===== src/rtl/ptcalc_prod_accum.sv =====
// ptcalc_prod_accum
//   Accumulates signed 15x15 multiplier products into a 34-bit sum over one
//   pT frame. The frame ends on prod_tlast or on the NUM_TERMS-th product,
//   whichever comes first. The sum is then rounded (half-up), shifted right
//   by SHIFT, saturated to DOUT_WIDTH bits and held on the result port until
//   the downstream accepts it.
//
//   state  | meaning
//   -------+-----------------------------------------------------------
//   ACCUM  | accepting products, building the frame sum
//   HOLD   | result on pt_tdata/pt_terr, waiting for pt_tready
//
// Ports
//   ap_clk       in   clock, rising edge
//   ap_rst_n     in   asynchronous active-low reset
//   prod_tdata   in   [29:0] signed product
//   prod_tvalid  in   product valid
//   prod_tlast   in   last product of a frame
//   prod_tready  out  block accepts a product (ACCUM only)
//   pt_tdata     out  [DOUT_WIDTH-1:0] signed rounded, saturated pT
//   pt_terr      out  framing error: tlast and term count disagreed
//   pt_tvalid    out  result valid (HOLD only)
//   pt_tready    in   downstream accepts result
`timescale 1ns/1ps
module ptcalc_prod_accum #(
  parameter int NUM_TERMS  = 4,
  parameter int SHIFT      = 12,
  parameter int DOUT_WIDTH = 16
) (
  input  logic                  ap_clk,
  input  logic                  ap_rst_n,
  input  logic [29:0]           prod_tdata,
  input  logic                  prod_tvalid,
  input  logic                  prod_tlast,
  output logic                  prod_tready,
  output logic [DOUT_WIDTH-1:0] pt_tdata,
  output logic                  pt_terr,
  output logic                  pt_tvalid,
  input  logic                  pt_tready
);

  localparam int CW = (NUM_TERMS > 1) ? $clog2(NUM_TERMS) : 1;
  localparam logic [CW-1:0] LAST_CNT = CW'(NUM_TERMS - 1);

  // Rounding and saturation are done at 35 bits so the half-LSB add can
  // never wrap a full-scale 34-bit sum.
  localparam logic signed [34:0] RND     = 35'sd1 <<< (SHIFT - 1);
  localparam logic signed [34:0] SAT_MAX = (35'sd1 <<< (DOUT_WIDTH - 1)) - 35'sd1;
  localparam logic signed [34:0] SAT_MIN = -(35'sd1 <<< (DOUT_WIDTH - 1));

  typedef enum logic {
    ST_ACCUM = 1'b0,
    ST_HOLD  = 1'b1
  } state_t;

  state_t                  state_q, state_d;
  logic signed [33:0]      acc_q, acc_d;
  logic [CW-1:0]           cnt_q, cnt_d;
  logic [DOUT_WIDTH-1:0]   pt_q, pt_d;
  logic                    err_q, err_d;
  logic                    en_q;

  logic                    accept;
  logic                    last_term;
  logic                    frame_end;
  logic signed [33:0]      sum;
  logic signed [34:0]      rnd;
  logic signed [34:0]      shifted;
  logic signed [34:0]      sat;

  // en_q holds prod_tready low while in reset and for the reset-release
  // cycle; it rises on the first clock edge after ap_rst_n deasserts.
  always_ff @(posedge ap_clk or negedge ap_rst_n) begin
    if (!ap_rst_n) begin
      state_q <= ST_ACCUM;
      acc_q   <= '0;
      cnt_q   <= '0;
      pt_q    <= '0;
      err_q   <= 1'b0;
      en_q    <= 1'b0;
    end else begin
      state_q <= state_d;
      acc_q   <= acc_d;
      cnt_q   <= cnt_d;
      pt_q    <= pt_d;
      err_q   <= err_d;
      en_q    <= 1'b1;
    end
  end

  assign prod_tready = en_q & (state_q == ST_ACCUM);
  assign pt_tvalid   = (state_q == ST_HOLD);
  assign pt_tdata    = pt_q;
  assign pt_terr     = err_q;

  always_comb begin
    accept    = prod_tvalid & prod_tready;
    last_term = (cnt_q == LAST_CNT);
    frame_end = accept & (prod_tlast | last_term);

    sum     = acc_q + $signed({{4{prod_tdata[29]}}, prod_tdata});
    rnd     = $signed({sum[33], sum}) + RND;
    shifted = rnd >>> SHIFT;
    if (shifted > SAT_MAX) begin
      sat = SAT_MAX;
    end else if (shifted < SAT_MIN) begin
      sat = SAT_MIN;
    end else begin
      sat = shifted;
    end
  end

  always_comb begin
    state_d = state_q;
    acc_d   = acc_q;
    cnt_d   = cnt_q;
    pt_d    = pt_q;
    err_d   = err_q;

    case (state_q)
      ST_ACCUM: begin
        if (frame_end) begin
          pt_d    = sat[DOUT_WIDTH-1:0];
          err_d   = prod_tlast ^ last_term;
          state_d = ST_HOLD;
        end else if (accept) begin
          acc_d = sum;
          cnt_d = cnt_q + CW'(1);
        end
      end
      ST_HOLD: begin
        if (pt_tready) begin
          acc_d   = '0;
          cnt_d   = '0;
          state_d = ST_ACCUM;
        end
      end
      default: begin
        state_d = ST_ACCUM;
      end
    endcase
  end

endmodule


===== config.mk =====
export PLATFORM = sky130hd
export DESIGN_NAME = ptcalc_prod_accum
export DESIGN_NICKNAME = d
export VERILOG_FILES = /design/src/rtl/ptcalc_prod_accum.sv
export SDC_FILE = /design/constraint.sdc
export NUM_CORES = 1
export LEC_CHECK = 0
export ABC_CLOCK_PERIOD_IN_PS = 8400
export CORE_UTILIZATION = 60
export CTS_CLUSTER_SIZE = 24
export DETAILED_ROUTE_END_ITERATION = 16
export PLACE_DENSITY_LB_ADDON = 0.12
export SKIP_CTS_REPAIR_TIMING = 1
export SYNTH_ARGS = -nofsm -noshare
export SYNTH_HDL_FRONTEND = slang
export SYNTH_SLANG_ARGS = --single-unit

===== constraint.sdc =====
create_clock -name ap_clk -period 8.4 [get_ports ap_clk]
set_input_delay 0.84 -clock ap_clk [delete_from_list [all_inputs] [get_ports ap_clk]]
set_output_delay 0.84 -clock ap_clk [all_outputs]
set_load 0.01 [all_outputs]

# Word-level counts from Yosys, hierarchy flattened
# Cells that the tools add are included.
[classes] addsub=3 magnitude_cmp=2 n_eq_ne=4 n_mux=13 bitwise_logic=6 reduce_logical=2
[ops] operator="34-bit 2-to-1 mux" count=3
[ops] operator="34-bit case mux with 2 select lines" count=1
[ops] operator="34-bit by 13-bit adder with 35-bit output, second input constant" count=1
[ops] operator="34-bit by 30-bit adder with 34-bit output" count=1
[ops] operator="16-bit 2-to-1 mux" count=2
[ops] operator="23-bit by 16-bit greater-than comparator with 1-bit output, second input constant" count=1
[ops] operator="23-bit by 16-bit < comparator with 1-bit output, second input constant" count=1
[ops] operator="2-bit 2-to-1 mux" count=3
[ops] operator="2-bit inequality test, second input constant" count=3
[ops] operator="2-bit case mux with 2 select lines" count=1
[ops] operator="1-bit bitwise AND" count=3
[ops] operator="3-bit AND reduction" count=1
[ops] operator="2-bit by 1-bit adder with 2-bit output, second input constant" count=1
[ops] operator="2-bit == test, second input constant" count=1
[ops] operator="1-bit 2-to-1 mux" count=2
[ops] operator="1-bit case mux with 2 select lines" count=1
[ops] operator="2-bit AND reduction" count=1
[ops] operator="1-bit NOT" count=1
[ops] operator="1-bit OR" count=1
[ops] operator="1-bit bitwise XOR" count=1
[totals] register_bits=55 inputBits=35 out_inout_bits=19 elab_cells=36

# Longest topological paths before layout
# Gate-level depths: netlist (run 1).
[logic_depth] word_depth=6 mapped_depth=17 mapped_depth_nobuf=16

# Worst setup path before layout (run 1)
# Ideal clock, no wire load.
[synth_timing] path_kind="input-to-reg" startpoint="input prod_tdata[0]" endpoint="register pt_q[13] (netlist: pt_tdata[13])" setup_ns=0.121 t_arrival_ns=4.272 t_required_ns=8.279 slack_ns=4.007 stages=16 path_buffers=1 path_cell_list="ha_1 -> inv_1 -> fa_1 -> nor2b_1 -> o2111ai_2 -> a2111oi_0 -> a211o_1 -> xor2_1 -> and4_1 -> nand3_1 -> a2111o_1 -> a22o_1 -> a31oi_4 -> buf_6 -> nor2_1 -> o22a_1"
[synth_between] elab_chain_len=5 elab_cells_between_ends=6 cone_classes="add/sub: 2; order compare: 2; mux: 2"
[synth_rtl] element="start: declaration" line="32" rtl="input logic [29:0] prod_tdata,"
[synth_rtl] element="34-bit by 30-bit adder with 34-bit output (*)" line="101" rtl="sum = acc_q + $signed({{4{prod_tdata[29]}}, prod_tdata});"
[synth_rtl] element="34-bit by 13-bit adder with 35-bit output (*)" line="102" rtl="rnd = $signed({sum[33], sum}) + RND;"
[synth_rtl] element="23-bit by 16-bit < comparator with 1-bit output" line="106" rtl="end else if (shifted < SAT_MIN) begin"
[synth_rtl] element="16-bit 2-to-1 mux" line="106"
[synth_rtl] element="16-bit 2-to-1 mux (*)" line="104" rtl="if (shifted > SAT_MAX) begin"
[synth_rtl] element="end signal: assignment" line="85" rtl="pt_q <= pt_d;"
[synth_rtl] element="end: declaration" line="59" rtl="logic [DOUT_WIDTH-1:0] pt_q, pt_d;"
# Mark *: on every way between the ends. The rest lies on a longest branch, timed or not.
# A chain may end at the register's enable or synchronous reset.

# Final worst setup path (run 1)
[layout_timing] startpoint="input prod_tdata[0]" endpoint="register pt_q[9] (netlist: pt_tdata[9])"
# The elaborated chain is that of the path after synthesis.

==> impl_summary.md, run 1 <==
Timing
Clock skew on the completed layout was measured at roughly 12 ps. The number of max-slew violations in the final report is 0. The final hold slack is a little under 500 ps. Setup violations remaining at the end of the flow were counted as 0. The total count of hold-check failures in the final report was 0. The final total negative setup slack is 0 ps. For the finished layout, the period the worst path requires is between 5000 and 6000 ps. Headroom to the max-slew limit came out at between 10% and 20%. The final worst slack is 2940 ps.

Dividing the final minimum period by the clock period gives 64.9%. The highest clock rate is 0.183 GHz. Setup repair after global routing left no endpoint under its margin.

The pin slew with the least headroom to its limit is roughly 1300 ps.

Synth
The mean cell area of the mapped netlist is 8.80 sq um. The number of distinct library cells after synthesis is 80. The most frequently used flop master after synthesis is dfrtp_1. Summing the areas of all fa, ha and maj instances in the mapped netlist gives roughly a tenth of the synthesized area.

The simple-gate portion of the synthesized area is 19.9%. The fraction of synthesized cell area in xor and xnor cells is 8.27%. Multiplexer cells account for 0.446% of the synthesized area. The yosys synthesis warning count is 0. The netlist area before placement is 4770 sq um. Counting every instance in the synthesized netlist gives 542. The count of state elements after synthesis is 55. The number of flops mapped to enable cells by yosys is 0. After synthesis, the share of flip-flops with an asynchronous set or reset is 100%. The fraction of the mapped netlist area in compound gates is 29.4%. The sequential area share after synthesis is 28.9%. The main combinational cell family by area after synthesis is compound AO/OA/AOI/OAI gates. The number of nets in the synthesized netlist is 614.

Floorplanning
In this run the core area contains 32 standard-cell rows. The top-level I/O count is 54. In this run the horizontal extent of the chip is 91.1 um.

The die height is 91.1 um. The effective utilization at floorplan is between 60 and 70%. The overall die area is 8310 sq um. The core region is between 7000 and 8000 sq um.

Placement
The cell area after placement is between 5000 and 6000 sq um. The congestion estimate from routability-driven global placement came to 0.962. The setup slack after placement is 2690 ps. Once placement completed, the tool counted placed cells totaling 684.

Buffers placed on the I/O ports in this run total 53. Once detailed placement completed, the half-perimeter wirelength came to 9860 um.

Global route
In the global route stage, overall resource usage came out at about a third. The via count of the first global-routing pass is 4382. The first global-routing pass estimated 21800 um of wire. After global routing the overflow that remains totals 0. The number of antenna violations at the first check in global routing is 0. The maximum number of pins on one net before global-route repair is 56.

Routing
The first-iteration detailed-routing DRC count is 266. Summed over all layers, the routed wires come to 13000 um. The mean routed wirelength per cell is roughly 19 um.

The via count is 4461. The via density per instance is 6.45. The detail route stage leaves a number of antenna-violating nets equal to 0. For this run, design rule violations remaining after detail routing come to 0. The pre-antenna-repair detailed-routing pass consisted of 5 iterations.

Layout
After the last flow step, the layout net total stands at 661. The count of cells in the finished layout, fillers not included, comes to 692. After routing the design area is 5470 sq um. The final-layout fill cell count is 626. Relative to the synthesized area, the layout overhead comes to 14.8%.

Of the cells placed in the final design, the portion with a size suffix greater than 1 is 8.31%. The final antenna diode count is 0.

Worst setup path
In this design, the stage delay of the slowest critical-path cell is 670 ps. The register-to-register setup slack is 3540 ps. In this run the critical register-to-register path is captured at pt_tdata[9]$_DFFE_PN0P_.

The slowest cell on the critical path is a311oi_1. Data on the critical path is required at its endpoint by 8670 ps. The worst setup path is of the in2reg kind. The critical path goes through clkdlybuf4s50_1 -> ha_1 -> inv_1 -> fa_1 -> nor2b_1 -> o2111ai_2 -> a21boi_2 -> o21ai_1 -> a21o_1 -> a311oi_1 -> o211ai_1 -> nor4_2 -> nand2_1 -> o21ai_2 -> nor2_1 -> a31oi_4 -> o22a_1. STA classifies the critical path startpoint as an input pin.

The number of cells traversed by the worst register-to-register path is 16. The startpoint identified for the worst register-to-register timing path is acc_q[0]$_DFFE_PN0P_. The type of destination of the critical path is a register. Along the worst path, the maximum fanout reaches 15.

Data on the critical path arrives at its endpoint at 5730 ps.

Min path
Counting instances, the worst hold path has a depth of 2. The class of the tightest hold or removal check is reg2reg. The worst min-delay path startpoint is acc_q[5]$_DFFE_PN0P_. The destination of the worst hold path is acc_q[5]$_DFFE_PN0P_.

Pwr
VDD sags by at most a little under 0.0002 V. For this design the ratio of total power to cell area is slightly below 400 nW/um^2. The leakage power of the design is 2.33 nW.

Clocking
The maximum count of clock buffers along a single path is 2. The clock tree from TritonCTS is done. The number of levels in the clock H-tree is 2. The insertion delay of the later-clocked pin in the worst-skew pair is 330 ps. After clock tree synthesis, the clock-pin slew on the worst setup and hold paths is around 110 ps. Clock tree synthesis found a total of 55 sinks. The number of buffers created by CTS is 5. Clock tree synthesis selected as its root buffer the cell clkbuf_8.

Run
The number of maximum-capacitance violations is 0.

Run status
The flow ran to the end, and the final reports show no timing, DRC or antenna violations.
cell families (layout without fill, tap and decap cells):
family	after synthesis	count (layout)
xor+xnor	45	45
buf+inv	32	80
flops	55	55
compound gates	189	189
mux	2	2
fa+ha+maj	37	37
simple gates	181	181
other cells	1	1
cells in the mapped netlist, types with 4 or more instances:
master	instances	area, sq um
a211oi_1	5	37.5
a21boi_0	4	30.0
a21o_1	19	143
a21oi_1	31	155
a22o_1	16	140
a31oi_1	5	31.3
and2_1	4	25.0
and3_1	6	37.5
buf_2	4	20.0
clkbuf_1	9	33.8
dfrtp_1	55	1380
ha_1	36	450
inv_1	16	60.1
nand2_1	59	221
nand3_1	13	65.1
nand4_1	8	50.1
nor2_1	42	158
nor2b_1	8	50.1
nor3_1	8	40.0
o211ai_1	6	45.0
o21a_1	7	52.6
o21ai_0	38	190
o22a_1	13	114
o31ai_1	5	37.5
or2_2	4	25.0
xnor2_1	29	254
xor2_1	16	140
layout by cell type (no fill, tap or decap), types with 13 or more instances in the layout:
cell / netlist / layout
a21oi_1: 31 / 31
o22a_1: 13 / 13
xnor2_1: 29 / 29
clkdlybuf4s50_1: 0 / 52
nand2_1: 59 / 59
xor2_1: 16 / 16
a21o_1: 19 / 19
dfrtp_1: 55 / 55
inv_1: 16 / 16
nor2_1: 42 / 42
nand3_1: 13 / 13
o21ai_0: 38 / 38
a22o_1: 16 / 16
ha_1: 36 / 36
worst max-delay path by stage:
| stage | end | start | slack (ps) | depth (start not counted) |
|---|---|---|---|---|
| 5_1_grt | pt_tdata[9]$_DFFE_PN0P_ | prod_tdata[0] | 2640 | 17 |
| 4_1_cts | pt_tdata[9]$_DFFE_PN0P_ | prod_tdata[0] | 3010 | 17 |
| 6_report | pt_tdata[9]$_DFFE_PN0P_ | prod_tdata[0] | 2940 | 17 |
| 2_1_floorplan | pt_tdata[13]$_DFFE_PN0P_ | prod_tdata[0] | 4010 | 16 |
| 3_3_place_gp | pt_tdata[3]$_DFFE_PN0P_ | prod_tdata[0] | 2870 | 17 |
| 3_5_place_dp | pt_tdata[9]$_DFFE_PN0P_ | prod_tdata[0] | 2690 | 17 |
layout make-up:
cell class / count / area (sq um) / share of cell area (%)
clock buffer: 5 / 68.8 / 1.26
clock inverter: 3 / 46.3 / 0.846
inverter: 16 / 60.1 / 1.10
multi-input combinational: 455 / 3240 / 59.3
sequential: 55 / 1380 / 25.2
tap: 102 / 128 / 2.33
timing repair buffer: 56 / 548 / 10.0
critical path, delay by kind of cell:
family          cells  cell delay, ps
compound gates      9            2740
simple gates        4            1080
fa+ha+maj           2             550
buf+inv             2             510
registers in the layout (all words and copies together) (netlist names):
| register | count |
|---|---|
| acc_q | 34 |
| pt_tdata | 16 |
| cnt_q | 2 |
| en_q | 1 |
| pt_terr | 1 |
| pt_tvalid | 1 |
power breakdown:
part / total [mW] / switching (mW) / internal [mW]
Clock: 0.190 / 0.0998 / 0.0901
Sequential: 0.446 / 0.0687 / 0.377
Combinational: 1.49 / 0.887 / 0.608
routing by layer:
metal  GRT usage, %  vias to the layer above  wire length [um]
met4           10.1                        0               231
met3           5.19                       20               771
met1           46.2                     2167              6110
met5              0                        -                 0
met2           53.6                      160              5900
li1               -                     2114                 -
per-stage QoR:
step | utilization (%) | power (mW)
final | 71.2 | 2.13
after floorplan | - | 1.53
after detailed placement | 69.7 | 1.91
after global placement | 69.7 | 1.88
after CTS | 71.2 | 2.11
after global routing | 71.2 | 2.29
Note: power is estimated with default switching activity, not from simulation.
==> run 2, diff against run 1 <==
--- a/config.mk
+++ b/config.mk
@@ -5,8 +5,8 @@
 export SDC_FILE = /design/constraint.sdc
 export NUM_CORES = 1
 export LEC_CHECK = 0
-export ABC_CLOCK_PERIOD_IN_PS = 8400
-export CORE_UTILIZATION = 60
+export ABC_CLOCK_PERIOD_IN_PS = 4600
+export CORE_UTILIZATION = 52
 export CTS_CLUSTER_SIZE = 24
 export DETAILED_ROUTE_END_ITERATION = 16
 export PLACE_DENSITY_LB_ADDON = 0.12
==> constraint.sdc (replaced) <==
create_clock -name ap_clk -period 4.6 [get_ports ap_clk]
set_input_delay 0.46 -clock ap_clk [delete_from_list [all_inputs] [get_ports ap_clk]]
set_output_delay 0.46 -clock ap_clk [all_outputs]
set_load 0.01 [all_outputs]
==> run 2 against run 1 <==
  * Global-route usage decreased by 4.2 points
  * Via count increased by 2.7%
  * Worst hold slack got worse by 240 ps
  * The run now ends with design-rule violations left
  * Routed wire length increased by 2.2%
  * First-iteration DRC count decreased by 40%
  * Clock-buffer cell count increased by 1
  * Setup slack got worse by 2700 ps
  * Critical path type unchanged
  * Combinational power increased by 110%
  * Clock power increased by 62%
  * Cell count increased by 7.2%
  * Die area increased by 15%
==> impl_summary.md, run 2 (synthesized netlist as in run 1, its figures left out) <==
Timing
The clock period could shrink to 4340 ps. The final count of negative-setup-slack endpoints came to 0 (unchanged). The pin slew with the least headroom to its limit is 1250 ps (was 1290 ps). The share of the cycle needed by the critical path after routing is 94.3%. The highest clock rate is 0.230 GHz. The number of max-slew violations in the final report is 0 (unchanged). The remaining max-slew budget at the tightest pin is 16.3% (was 13.7%). The final worst slack came to 261 ps (was 2940 ps).

The final worst clock skew is 13.0 ps (was 12.2 ps). The total count of hold-check failures in the final report is 0 (unchanged). Unrepaired setup endpoints after global routing: no (unchanged).

Global route
The total routing resource utilization after global routing came to 29.1% (was 33.3%). The number of antenna violations at the first check in global routing is 0 (unchanged). The via count of the first global-routing pass is 4633 (was 4382). The maximum number of pins on one net before global-route repair is 56 (unchanged).

The global-route wire length before repair is 22300 um (was 21800 um). The total congestion overflow after global routing is 0 (unchanged).

Floorplanning
The top-level I/O count is 54 (unchanged). The number of cell rows is 34 (was 32). The total core area was 8810 sq um (was 7690 sq um).

The overall die area came to 9550 sq um (was 8310 sq um). The effective utilization at floorplan is 54.1% (was 62.0%). The die boundary width is 97.7 um (was 91.1 um). The die height came to 97.7 um (was 91.1 um).

Routing
The count of unresolved DRC violations after routing is 10 (was 0). The via density per instance is 6.17 (was 6.45). The first-iteration detailed-routing DRC count came to 160 (was 266). The number of search-and-repair iterations in the first detailed-routing pass is 11 (was 5). The via count came to 4581 (was 4461).

The number of nets still failing antenna checks after routing is 0 (unchanged). The mean routed wirelength per cell was 17.9 um (was 18.8 um). The final wirelength is 13300 um (was 13000 um).

Pwr
The cell area power density was 719 nW/um^2 (was 389 nW/um^2). The peak ir drop on the vdd network came to 0.000315 V (was 0.000197 V). The leakage power of the design came to 2.56 nW (was 2.33 nW).

Placement
The final weighted congestion in routability-driven placement is 0.973 (was 0.962). The count of input and output buffers is 53 (unchanged). The setup slack after placement is -79.2 ps (was 2690 ps).

The total placed cells including tap cells is 733 (was 684). The estimated wirelength of the detail-placed design is 10500 um (was 9860 um).

Layout
The post-synthesis to final-layout area growth was 22.4% (was 14.8%). The final-layout fill cell count is 780 (was 626). Highest-count cells in the layout ignoring fill and taps: 59 x nand2_1, 55 x dfrtp_1, 52 x clkdlybuf4s50_1, 45 x buf_4, 42 x nor2_1 (was 59 x nand2_1, 55 x dfrtp_1, 52 x clkdlybuf4s50_1, 42 x nor2_1, 38 x o21ai_0).

The flip-flop count of the largest register after layout is 34 (unchanged). The count of nets after finishing is 705 (was 661). The register with the most flip-flops was acc_q (unchanged).

The final antenna diode count was 0 (unchanged). The final design utilization is 66.3% (was 71.2%). The fraction of final layout cells with drive strength greater than 1 is 15.1% (was 8.31%). The number of non-filler instances in the completed layout is 742 (was 692). The leading cell type in the layout, fill and taps excluded is nand2_1 (unchanged).

Worst setup path
The maximum fanout along the worst path was 15 (unchanged). The kind of start point of the critical path was an input pin (unchanged). The start-to-end type of the worst setup path is in2reg (unchanged).

The critical path data required time is 4810 ps (was 8670 ps). The data arrival time at the worst-slack endpoint is 4550 ps (was 5730 ps). The type of destination of the critical path is a register (unchanged).

Clocking
The clock transition at the registers of the reported paths is 110 ps (about the same). The cell at the root of the clock tree is clkbuf_8 (unchanged). The number of buffers created by CTS is 5 (unchanged). The number of levels in the clock H-tree is 2 (unchanged). The total number of clock tree sinks was 55 (unchanged). The maximum count of clock buffers along a single path was 2 (unchanged). The clock tree from TritonCTS is done (unchanged). The insertion delay of the later-clocked pin in the worst-skew pair was 320 ps (was 330 ps).

Run
The number of maximum-capacitance violations came to 0 (unchanged).

Run status
The checks that failed: design-rule violations. Status: complete, but fails checks (was finished clean).

Min path
The class of the tightest hold or removal check is in2async (was reg2reg).
## run 2: layer usage
layer  part of all wire [%]  track usage (%)  up-vias
li1                       -                -     2214
met1                     45             38.2     2182
met2                     47             49.2      155
met3                    4.6             3.22       30
met4                    3.2             11.8        0
met5                      0                0        -
## run 2: per-stage QoR
step | setup TNS [ps] | hold WS (ps) | total power [mW] | instance area, sq um
floorplan | 0 | 164 | 2.80 | 4770
global placement | -40.8 | 460 | 3.78 | 5700
detailed placement | -969 | 473 | 3.84 | 5700
CTS | 0 | 294 | 4.17 | 5800
global route | 0 | 329 | 4.54 | 5830
finish | 0 | 248 | 4.20 | 5830
## run 2: area by class of cell
class | count | area, sq um | share of cell area [%]
timing repair buffer | 100 | 903 | 15.5
multi-input combinational | 455 | 3260 | 55.8
inverter | 16 | 60.1 | 1.03
tap | 108 | 135 | 2.32
clock inverter | 2 | 20.0 | 0.343
clock buffer | 6 | 82.6 | 1.42
sequential | 55 | 1380 | 23.6
## run 2: power breakdown
| part | internal, mW | total [mW] | switching [mW] |
|---|---|---|---|
| Clock | 0.128 | 0.308 | 0.181 |
| Sequential | 0.689 | 0.814 | 0.126 |
| Combinational | 1.40 | 3.07 | 1.68 |
| Total | 2.21 | 4.20 | 1.98 |
## run 2: path summary, 6_finish.rpt
| path | start | to | slack (ps) | depth (start not counted) |
|---|---|---|---|---|
| max | prod_tdata[0] | pt_tdata[14]$_DFFE_PN0P_ | 260 | 19 |
| min | ap_rst_n | acc_q[11]$_DFFE_PN0P_ | 250 | 2 |
| max reg2reg | acc_q[1]$_DFFE_PN0P_ | pt_tdata[4]$_DFFE_PN0P_ | 420 | 15 |
| min reg2reg | acc_q[6]$_DFFE_PN0P_ | acc_q[6]$_DFFE_PN0P_ | 500 | 2 |
| max in group asynchronous | ap_rst_n | pt_tdata[13]$_DFFE_PN0P_ | 3850 | 2 |
| min in group ap_clk | acc_q[6]$_DFFE_PN0P_ | acc_q[6]$_DFFE_PN0P_ | 500 | 2 |
## run 2: critical path, cell delays in order
cell             delay [ps]
clkdlybuf4s50_1         460
ha_1                    160
inv_1                    50
fa_1                    390
nor2b_1                 210
o2111ai_2               180
a2111oi_1               450
a211o_1                 170
xor2_1                  250
and4_4                  280
nand4_2                 170
buf_4                   190
a211oi_1                250
a21o_1                  160
o211ai_1                140
a31oi_4                 190
buf_12                  150
nor2_1                   50
o22a_1                  160
